### src/rtl/mc_pkg.sv
// Shared encodings for the multi-cycle controller: states, opcode/funct
// constants, ALU operation codes and trap causes.
package mc_pkg;

  typedef enum logic [3:0] {
    ST_FETCH   = 4'd0,
    ST_DECODE  = 4'd1,
    ST_EXEC_R  = 4'd2,
    ST_EXEC_I  = 4'd3,
    ST_MEM_ADR = 4'd4,
    ST_MEM_RD  = 4'd5,
    ST_MEM_WR  = 4'd6,
    ST_WB_MEM  = 4'd7,
    ST_WB_ALU  = 4'd8,
    ST_BRANCH  = 4'd9,
    ST_JUMP    = 4'd10,
    ST_TRAP    = 4'd11
  } state_t;

  typedef enum logic [1:0] {
    CAUSE_NONE     = 2'd0,
    CAUSE_ILLEGAL  = 2'd1,
    CAUSE_OVERFLOW = 2'd2,
    CAUSE_TIMEOUT  = 2'd3
  } cause_t;

  localparam logic [5:0] OP_RTYPE = 6'h00;
  localparam logic [5:0] OP_J     = 6'h02;
  localparam logic [5:0] OP_JAL   = 6'h03;
  localparam logic [5:0] OP_BEQ   = 6'h04;
  localparam logic [5:0] OP_ADDI  = 6'h08;
  localparam logic [5:0] OP_ORI   = 6'h0D;
  localparam logic [5:0] OP_LW    = 6'h23;
  localparam logic [5:0] OP_SW    = 6'h2B;

  localparam logic [5:0] FN_ADD = 6'h20;
  localparam logic [5:0] FN_SUB = 6'h22;
  localparam logic [5:0] FN_AND = 6'h24;
  localparam logic [5:0] FN_OR  = 6'h25;
  localparam logic [5:0] FN_SLT = 6'h2A;

  localparam logic [3:0] ALU_ADD = 4'd0;
  localparam logic [3:0] ALU_SUB = 4'd1;
  localparam logic [3:0] ALU_AND = 4'd2;
  localparam logic [3:0] ALU_OR  = 4'd3;
  localparam logic [3:0] ALU_SLT = 4'd4;

endpackage

### src/rtl/mc_ctrl_fsm_alu_dec.sv
// R-type function decoder: maps funct to an ALU operation, flags unknown
// functs, and marks the ops whose signed overflow must trap.
module mc_alu_dec
  import mc_pkg::*;
#(
  parameter int FUNCT_W = 6,
  parameter int ALUOP_W = 6
) (
  input  logic [FUNCT_W-1:0] funct,
  output logic [ALUOP_W-1:0] alu_op,
  output logic               legal,
  output logic               ov_trap
);

  always_comb begin
    alu_op  = ALUOP_W'(ALU_ADD);
    legal   = 1'b1;
    ov_trap = 1'b0;
    case (funct)
      FUNCT_W'(FN_ADD): ov_trap = 1'b1;
      FUNCT_W'(FN_SUB): begin alu_op = ALUOP_W'(ALU_SUB); ov_trap = 1'b1; end
      FUNCT_W'(FN_AND): alu_op = ALUOP_W'(ALU_AND);
      FUNCT_W'(FN_OR):  alu_op = ALUOP_W'(ALU_OR);
      FUNCT_W'(FN_SLT): alu_op = ALUOP_W'(ALU_SLT);
      default:          legal = 1'b0;
    endcase
  end

endmodule

### src/rtl/mc_ctrl_fsm.sv
// Multi-cycle CPU control FSM with a memory-wait watchdog and sticky trap.
//   state   | meaning
//   FETCH   | read instruction, PC+4 on completion
//   DECODE  | precompute branch target, dispatch on opcode
//   EXEC_R  | R-type ALU op          EXEC_I  | addi / ori
//   MEM_ADR | load/store address     MEM_RD/WR | data access, waits on mem_ready
//   WB_MEM  | load writeback         WB_ALU  | ALU writeback
//   BRANCH  | beq compare            JUMP    | j / jal
//   TRAP    | halted until reset, cause held
module mc_ctrl_fsm
  import mc_pkg::*;
#(
  parameter int OP_W    = 6,
  parameter int FUNCT_W = 6,
  parameter int ALUOP_W = 6,
  parameter int HAS_JAL = 1,
  parameter int TIMEOUT = 15
) (
  input  logic               clk,
  input  logic               reset,
  input  logic [OP_W-1:0]    opcode,
  input  logic [FUNCT_W-1:0] funct,
  input  logic               alu_zero,
  input  logic               alu_ov,
  input  logic               mem_ready,
  output logic               mem_req,
  output logic               mem_we,
  output logic               iord,
  output logic               ir_write,
  output logic               pc_write,
  output logic               reg_write,
  output logic [1:0]         pc_src,
  output logic               alu_src_a,
  output logic [1:0]         alu_src_b,
  output logic [ALUOP_W-1:0] alu_op,
  output logic [1:0]         reg_dst,
  output logic [1:0]         mem_to_reg,
  output logic [3:0]         state,
  output logic               retire,
  output logic               trap,
  output logic [1:0]         trap_cause
);

  localparam int CNT_W = (TIMEOUT > 1) ? $clog2(TIMEOUT + 1) : 1;
  // Count value seen on the last tolerated wait cycle.
  localparam logic [CNT_W-1:0] CNT_LAST = (TIMEOUT > 0) ? CNT_W'(TIMEOUT - 1) : '0;

  state_t             state_q, state_d;
  cause_t             cause_q, cause_d;
  logic [CNT_W-1:0]   wait_q, wait_d;
  logic [ALUOP_W-1:0] r_alu_op;
  logic               r_legal, r_ov_trap;
  logic               is_rtype, is_jal;

  mc_alu_dec #(.FUNCT_W(FUNCT_W), .ALUOP_W(ALUOP_W)) u_alu_dec (
    .funct  (funct),
    .alu_op (r_alu_op),
    .legal  (r_legal),
    .ov_trap(r_ov_trap)
  );

  // IR is only loaded in FETCH, so opcode stays valid for the whole instruction.
  assign is_rtype = (opcode == OP_W'(OP_RTYPE));
  assign is_jal   = (HAS_JAL != 0) && (opcode == OP_W'(OP_JAL));

  always_comb begin
    state_d    = state_q;
    cause_d    = cause_q;
    wait_d     = wait_q;
    mem_req    = 1'b0;
    mem_we     = 1'b0;
    iord       = 1'b0;
    ir_write   = 1'b0;
    pc_write   = 1'b0;
    reg_write  = 1'b0;
    pc_src     = 2'd0;
    alu_src_a  = 1'b0;
    alu_src_b  = 2'd0;
    alu_op     = ALUOP_W'(ALU_ADD);
    reg_dst    = 2'd0;
    mem_to_reg = 2'd0;
    retire     = 1'b0;
    trap       = 1'b0;

    case (state_q)
      ST_FETCH: begin
        mem_req   = 1'b1;
        alu_src_b = 2'd1;
        if (mem_ready) begin
          ir_write = 1'b1;
          pc_write = 1'b1;
          state_d  = ST_DECODE;
        end
      end
      ST_DECODE: begin
        alu_src_b = 2'd3;
        if (is_rtype)
          state_d = ST_EXEC_R;
        else if (opcode == OP_W'(OP_ADDI) || opcode == OP_W'(OP_ORI))
          state_d = ST_EXEC_I;
        else if (opcode == OP_W'(OP_LW) || opcode == OP_W'(OP_SW))
          state_d = ST_MEM_ADR;
        else if (opcode == OP_W'(OP_BEQ))
          state_d = ST_BRANCH;
        else if (opcode == OP_W'(OP_J) || is_jal)
          state_d = ST_JUMP;
        else begin
          state_d = ST_TRAP;
          cause_d = CAUSE_ILLEGAL;
        end
      end
      ST_EXEC_R: begin
        alu_src_a = 1'b1;
        alu_op    = r_alu_op;
        if (!r_legal) begin
          state_d = ST_TRAP;
          cause_d = CAUSE_ILLEGAL;
        end else if (r_ov_trap && alu_ov) begin
          state_d = ST_TRAP;
          cause_d = CAUSE_OVERFLOW;
        end else begin
          reg_dst = 2'd1;
          state_d = ST_WB_ALU;
        end
      end
      ST_EXEC_I: begin
        alu_src_a = 1'b1;
        alu_src_b = 2'd2;
        if (opcode == OP_W'(OP_ORI))
          alu_op = ALUOP_W'(ALU_OR);
        if (opcode == OP_W'(OP_ADDI) && alu_ov) begin
          state_d = ST_TRAP;
          cause_d = CAUSE_OVERFLOW;
        end else
          state_d = ST_WB_ALU;
      end
      ST_WB_ALU: begin
        reg_write = 1'b1;
        reg_dst   = is_rtype ? 2'd1 : 2'd0;
        retire    = 1'b1;
        state_d   = ST_FETCH;
      end
      ST_MEM_ADR: begin
        alu_src_a = 1'b1;
        alu_src_b = 2'd2;
        state_d   = (opcode == OP_W'(OP_SW)) ? ST_MEM_WR : ST_MEM_RD;
      end
      ST_MEM_RD: begin
        mem_req = 1'b1;
        iord    = 1'b1;
        if (mem_ready)
          state_d = ST_WB_MEM;
      end
      ST_MEM_WR: begin
        mem_req = 1'b1;
        iord    = 1'b1;
        mem_we  = 1'b1;
        if (mem_ready) begin
          retire  = 1'b1;
          state_d = ST_FETCH;
        end
      end
      ST_WB_MEM: begin
        reg_write  = 1'b1;
        mem_to_reg = 2'd1;
        retire     = 1'b1;
        state_d    = ST_FETCH;
      end
      ST_BRANCH: begin
        alu_src_a = 1'b1;
        alu_op    = ALUOP_W'(ALU_SUB);
        pc_src    = 2'd1;
        pc_write  = alu_zero;
        retire    = 1'b1;
        state_d   = ST_FETCH;
      end
      ST_JUMP: begin
        pc_write = 1'b1;
        pc_src   = 2'd2;
        retire   = 1'b1;
        if (is_jal) begin
          reg_write  = 1'b1;
          reg_dst    = 2'd2;
          mem_to_reg = 2'd2;
        end
        state_d = ST_FETCH;
      end
      ST_TRAP: trap = 1'b1;
      default: state_d = ST_FETCH;
    endcase

    if (mem_req && !mem_ready) begin
      if (TIMEOUT > 0 && wait_q == CNT_LAST) begin
        state_d = ST_TRAP;
        cause_d = CAUSE_TIMEOUT;
        wait_d  = '0;
      end else
        wait_d = wait_q + 1'b1;
    end else
      wait_d = '0;

    // Reset cycle: nothing may be written, requested or retired.
    if (reset) begin
      mem_req   = 1'b0;
      mem_we    = 1'b0;
      ir_write  = 1'b0;
      pc_write  = 1'b0;
      reg_write = 1'b0;
      retire    = 1'b0;
      trap      = 1'b0;
    end
  end

  always_ff @(posedge clk) begin
    if (reset) begin
      state_q <= ST_FETCH;
      cause_q <= CAUSE_NONE;
      wait_q  <= '0;
    end else begin
      state_q <= state_d;
      cause_q <= cause_d;
      wait_q  <= wait_d;
    end
  end

  assign state      = state_q;
  assign trap_cause = cause_q;

endmodule

### config.mk
export PLATFORM = sky130hd
export DESIGN_NAME = mc_ctrl_fsm
export DESIGN_NICKNAME = d
export VERILOG_FILES = /design/src/rtl/mc_pkg.sv /design/src/rtl/mc_ctrl_fsm_alu_dec.sv /design/src/rtl/mc_ctrl_fsm.sv
export SDC_FILE = /design/constraint.sdc
export NUM_CORES = 1
export LEC_CHECK = 0
export ABC_AREA = 0
export BUFFER_PORTS_ARGS = -buffer_cell sky130_fd_sc_hd__buf_2
export CORE_MARGIN = 1
export CORE_UTILIZATION = 44
export DETAILED_ROUTE_END_ITERATION = 10
export GPL_TIMING_DRIVEN = 0
export PLACE_DENSITY = 0.76
export SLEW_MARGIN = 15
export SYNTH_ARGS = -nofsm -noshare
export SYNTH_HDL_FRONTEND = slang
export SYNTH_HIERARCHICAL = 1
export SYNTH_SLANG_ARGS = --single-unit
### constraint.sdc
create_clock -name clk -period 1.5 [get_ports clk]
set_input_delay 0.3 -clock clk [delete_from_list [all_inputs] [get_ports clk]]
set_output_delay 0.3 -clock clk [all_outputs]
set_load 0.05 [all_outputs]
==> qor.yml, run 1 <==
status: "stopped before the end"
lastStage: "global routing (5_1_grt)"
tool.error: "[ERROR GRT-0232] Routing congestion too high. Check the congestion heatmap in the GUI."
synth_largest_area_cell: "dfxtp_1"
yosys_warnings: 6
synth_ff_type: "dfxtp_1"
worstEpCategory: "primary output"
ys_seq_area_frac: 0.171
synth_top_area_frac: 0.171
grt_max_degree: 11
synth-edff-count: 0
async_reset_ff_frac: 0
syn_area_mm2: 0.00117
fp.dieH_um: 53.5
dp_hpwl_um: 2630
gp_congestion: 0.872
clock-sinks: 10
grt-worst-endpoint: "alu_op[0]"
portBuffers: 40
syn_inst: 160
fp.dieW_um: 53.5
cts-root-buf: "clkbuf_4"
start_util: 0.467
rows: 18
grt_remaining_overflow: 84
synth-seq-cells: 10
synthDistinctLibCells: 52
pre_cts_ws_ns: -0.553
postCtsHoldBufs: 0
synth_area_per_cell_um2: 7.30
ioPinCount: 46
ys_top_cells_by_area: "dfxtp_1 (17%), nor2_1 (6.7%), nand2b_1 (5.4%)"
cts_max_path_buffers: 2
track_usage: 0.801
cts_buffers: 3
cts_max_level: 1
[through the flow]
stage | utilization | cells | TNS [ns] | instance area [um2]
4_1_cts | 0.852 | 258 | -4.47 | 2130
3_5_place_dp | 0.653 | 232 | -6.01 | 1630
3_3_place_gp | 0.653 | 232 | -5.68 | 1630
2_1_floorplan | - | 162 | -5.54 | 1390
[synth_stat cells, drive strengths merged (3+ instances only)]
master,instances
dfxtp,10
nand3b,3
nor3,10
nand3,5
o21ai,4
nor2b,4
a211oi,3
nand2b,10
inv,4
mux2i,3
clkbuf,3
nand2,12
nor3b,3
a21oi,8
nor2,21
buf,9
nor4b,3
and2,5
nor4,7
[timing repair]
item | 4_1_cts
gates resized for setup | 79
endpoints found under the setup margin | 26
setup buffers | 25
pin swaps | 10
[layer usage]
layer | track usage | GRT overflow
met1 | 0.755 | 0
met2 | 1.03 | 44
met3 | 0.503 | 0
met4 | 1.01 | 40
met5 | 0.292 | 0
[cell families after synthesis]
kind of cell | after synthesis | synth area share
simple gates | 93 | 0.474
other cells | 1 | 0.00321
xor+xnor | 4 | 0.0300
mux | 4 | 0.0353
flops | 10 | 0.171
buf+inv | 16 | 0.0782
fa+ha+maj | 2 | 0.0214
compound gates | 30 | 0.186
==> run 2: changes to the inputs <==
--- a/config.mk
+++ b/config.mk
@@ -7,11 +7,11 @@
 export LEC_CHECK = 0
 export ABC_AREA = 0
 export BUFFER_PORTS_ARGS = -buffer_cell sky130_fd_sc_hd__buf_2
-export CORE_MARGIN = 1
-export CORE_UTILIZATION = 44
+export CORE_AREA = 2 2 63 65
 export DETAILED_ROUTE_END_ITERATION = 10
+export DIE_AREA = 0 0 65 67
 export GPL_TIMING_DRIVEN = 0
-export PLACE_DENSITY = 0.76
+export PLACE_DENSITY_LB_ADDON = 0.15
 export SLEW_MARGIN = 15
 export SYNTH_ARGS = -nofsm -noshare
 export SYNTH_HDL_FRONTEND = slang
==> constraint.sdc (replaced) <==
create_clock -name clk -period 2 [get_ports clk]
set_input_delay 0.4 -clock clk [delete_from_list [all_inputs] [get_ports clk]]
set_output_delay 0.4 -clock clk [all_outputs]
set_load 0.05 [all_outputs]
==> run 2 against run 1 <==
  * Area after synthesis did not move
  * The run now ends clean
  * Synthesized cell count is the same
==> qor.yml, run 2 <==
yosysMostFrequentCell: "nor2_1"
finalMaxSlewViolations: 0
min_path_type: "register to register"
worst_slack_ns: 0.0332
fin_hold_ws_ns: 0.465
cts_max_level: 1
tightest_slew_ns: 0.491
antenna_found_initial: 0
fin_crit_sh: 0.983
power_w: 0.00208
diodes: 0
ys_top_cells_by_area: "dfxtp_1 (17%), nor2_1 (6.7%), nand2b_1 (5.4%)"
grt_setup_unrepaired: "true"
hold_viol_final: 0
dp_hpwl_um: 2790
synth_top_area_frac: 0.171
fmax_mhz: 508
synth-edff-count: 0
ys_seq_area_frac: 0.171
cts_max_path_buffers: 2
postCtsHoldBufs: 0
worstPathArrival_ns: 1.57
drive_above_1_share: 0.528
syn_area_mm2: 0.00117
setup.worst_path.end_class: "primary output"
start_util: 0.324
grt_max_degree: 11
start_kind: "input pin"
drt_iter0_drc: 84
drt_pre_antenna_iters: 4
leakagePower_nw: 0.758
powerDensity_mw_per_mm2: 1100
portBuffers: 40
critical_path_required_ns: 1.60
r2r_setup_slack_ns: 0.28
core_area_mm2: 0.00361
vias_per_cell: 5.30
rows: 22
final_common_cell: "buf_2"
cts_buffers: 3
fin_area_mm2: 0.00189
synthTopCellsByCount: "nor2_1 (21), nand2_1 (12), dfxtp_1 (10), nand2b_1 (10), nor3_1 (10)"
fp.dieW_um: 65
drc: 0
fillCellCount: 355
fin_skew_ns: 0.00123
synth-seq-cells: 10
dieArea_mm2: 0.00436
route.detailed.wl_per_inst_um: 14.1
clk_latency_ns: 0.23
cts-root-buf: "clkbuf_8"
pre_cts_ws_ns: -0.321
place_area_mm2: 0.00156
status: "completed"
num_vias: 1388
finalNetCount: 234
syn_inst: 160
critPathMaxFanout: 5
slew_headroom: 0.670
clk_pin_slew_ns: 0.05
synthDistinctLibCells: 52
gp_congestion: 0.847
syn2layout_area_growth_pct: 61.5
async_reset_ff_frac: 0
final_cell_mix: "buf_2 (31), nor2_1 (14), buf_4 (13)"
fp.dieH_um: 67
seq_area_um2: 215
synth_area_per_cell_um2: 7.30
stdcell_count: 262
numPlacedInstances: 250
fin_crit_ns: 1.97
wirelength_um: 3710
cts_tree: "built"
synth_largest_area_cell: "dfxtp_1"
multi_input_area_mm2: 0.00110
crit_type: "input pin to primary output"
grt_pass1_wl_um: 5890
clock-sinks: 10
max_cap_viol_count: 0
yosys_warnings: 6
grt_remaining_overflow: 0
ioPinCount: 46
grt_pass1_vias: 1275
synth_ff_type: "dfxtp_1"
setup_violations: 0
track_usage: 0.172
antenna_left: 0
ir_drop_mv: 0.514
## run 2: cell type report
class,instances,area share
inverters,4,0.00796
clock buffers,4,0.0292
plain buffers,11,0.0610
flip-flops and latches,10,0.114
repair buffers,49,0.174
well taps,48,0.0318
multi-input cells,136,0.582
## run 2: worst max-delay path: stages
cell and delay [ns]:
buf_12 0.11, or4b_4 0.58, nor4_4 0.18, a211o_2 0.16, buf_8 0.14
## run 2: kinds of logic after synthesis
| logic type | after synthesis | synth area share |
|---|---|---|
| flip-flops | 10 | 0.171 |
| AO/OA/AOI/OAI | 30 | 0.186 |
| other | 1 | 0.00321 |
| XOR/XNOR | 4 | 0.0300 |
| multiplexers | 4 | 0.0353 |
| adder cells (fa/ha/maj) | 2 | 0.0214 |
| AND/OR/NAND/NOR | 93 | 0.474 |
| buffers and inverters | 16 | 0.0782 |
## run 2: per-stage QoR
stage | util | setup TNS (ns)
final | 0.523 | 0
after global routing | 0.523 | -0.00789
after CTS | 0.486 | 0
after detailed placement | 0.434 | -1.11
after global placement | 0.434 | -0.982
after floorplan | - | -0.487
## run 2: metal layers
layer / vias up / global-route usage / share of wire
met1: 657 / 0.223 / 0.46
met4: 0 / 0.0479 / 0.0046
li1: 688 / - / -
met3: 2 / 0.0186 / 0.046
met2: 41 / 0.299 / 0.49
met5: - / 0 / 0
## run 2: timing repair
| item | CTS | global route |
|---|---|---|
| pin swaps | 4 | 4 |
| cloned | 0 | 0 |
| resized for setup | 31 | 22 |
| endpoints found under the setup margin | 11 | 9 |
| setup buffers | 3 | 6 |
## run 2: path summary, 6_finish.rpt
kind                        startpoint                    to  cells after the start
setup / recovery             opcode[4]             alu_op[0]                      5
hold / removal    wait_q[0]$_SDFF_PP0_  wait_q[0]$_SDFF_PP0_                      1
setup reg to reg   state[3]$_SDFF_PP0_   state[3]$_SDFF_PP0_                      6
hold reg to reg   wait_q[0]$_SDFF_PP0_  wait_q[0]$_SDFF_PP0_                      1
## run 2: power by group
group          leakage [nW]  internal [W]  switching (W)
registers            0.0843      0.000257       0.000102
logic                 0.645      0.000550       0.000909
clock network        0.0288      0.000173      0.0000838
Power figures use the tool's default switching activity.
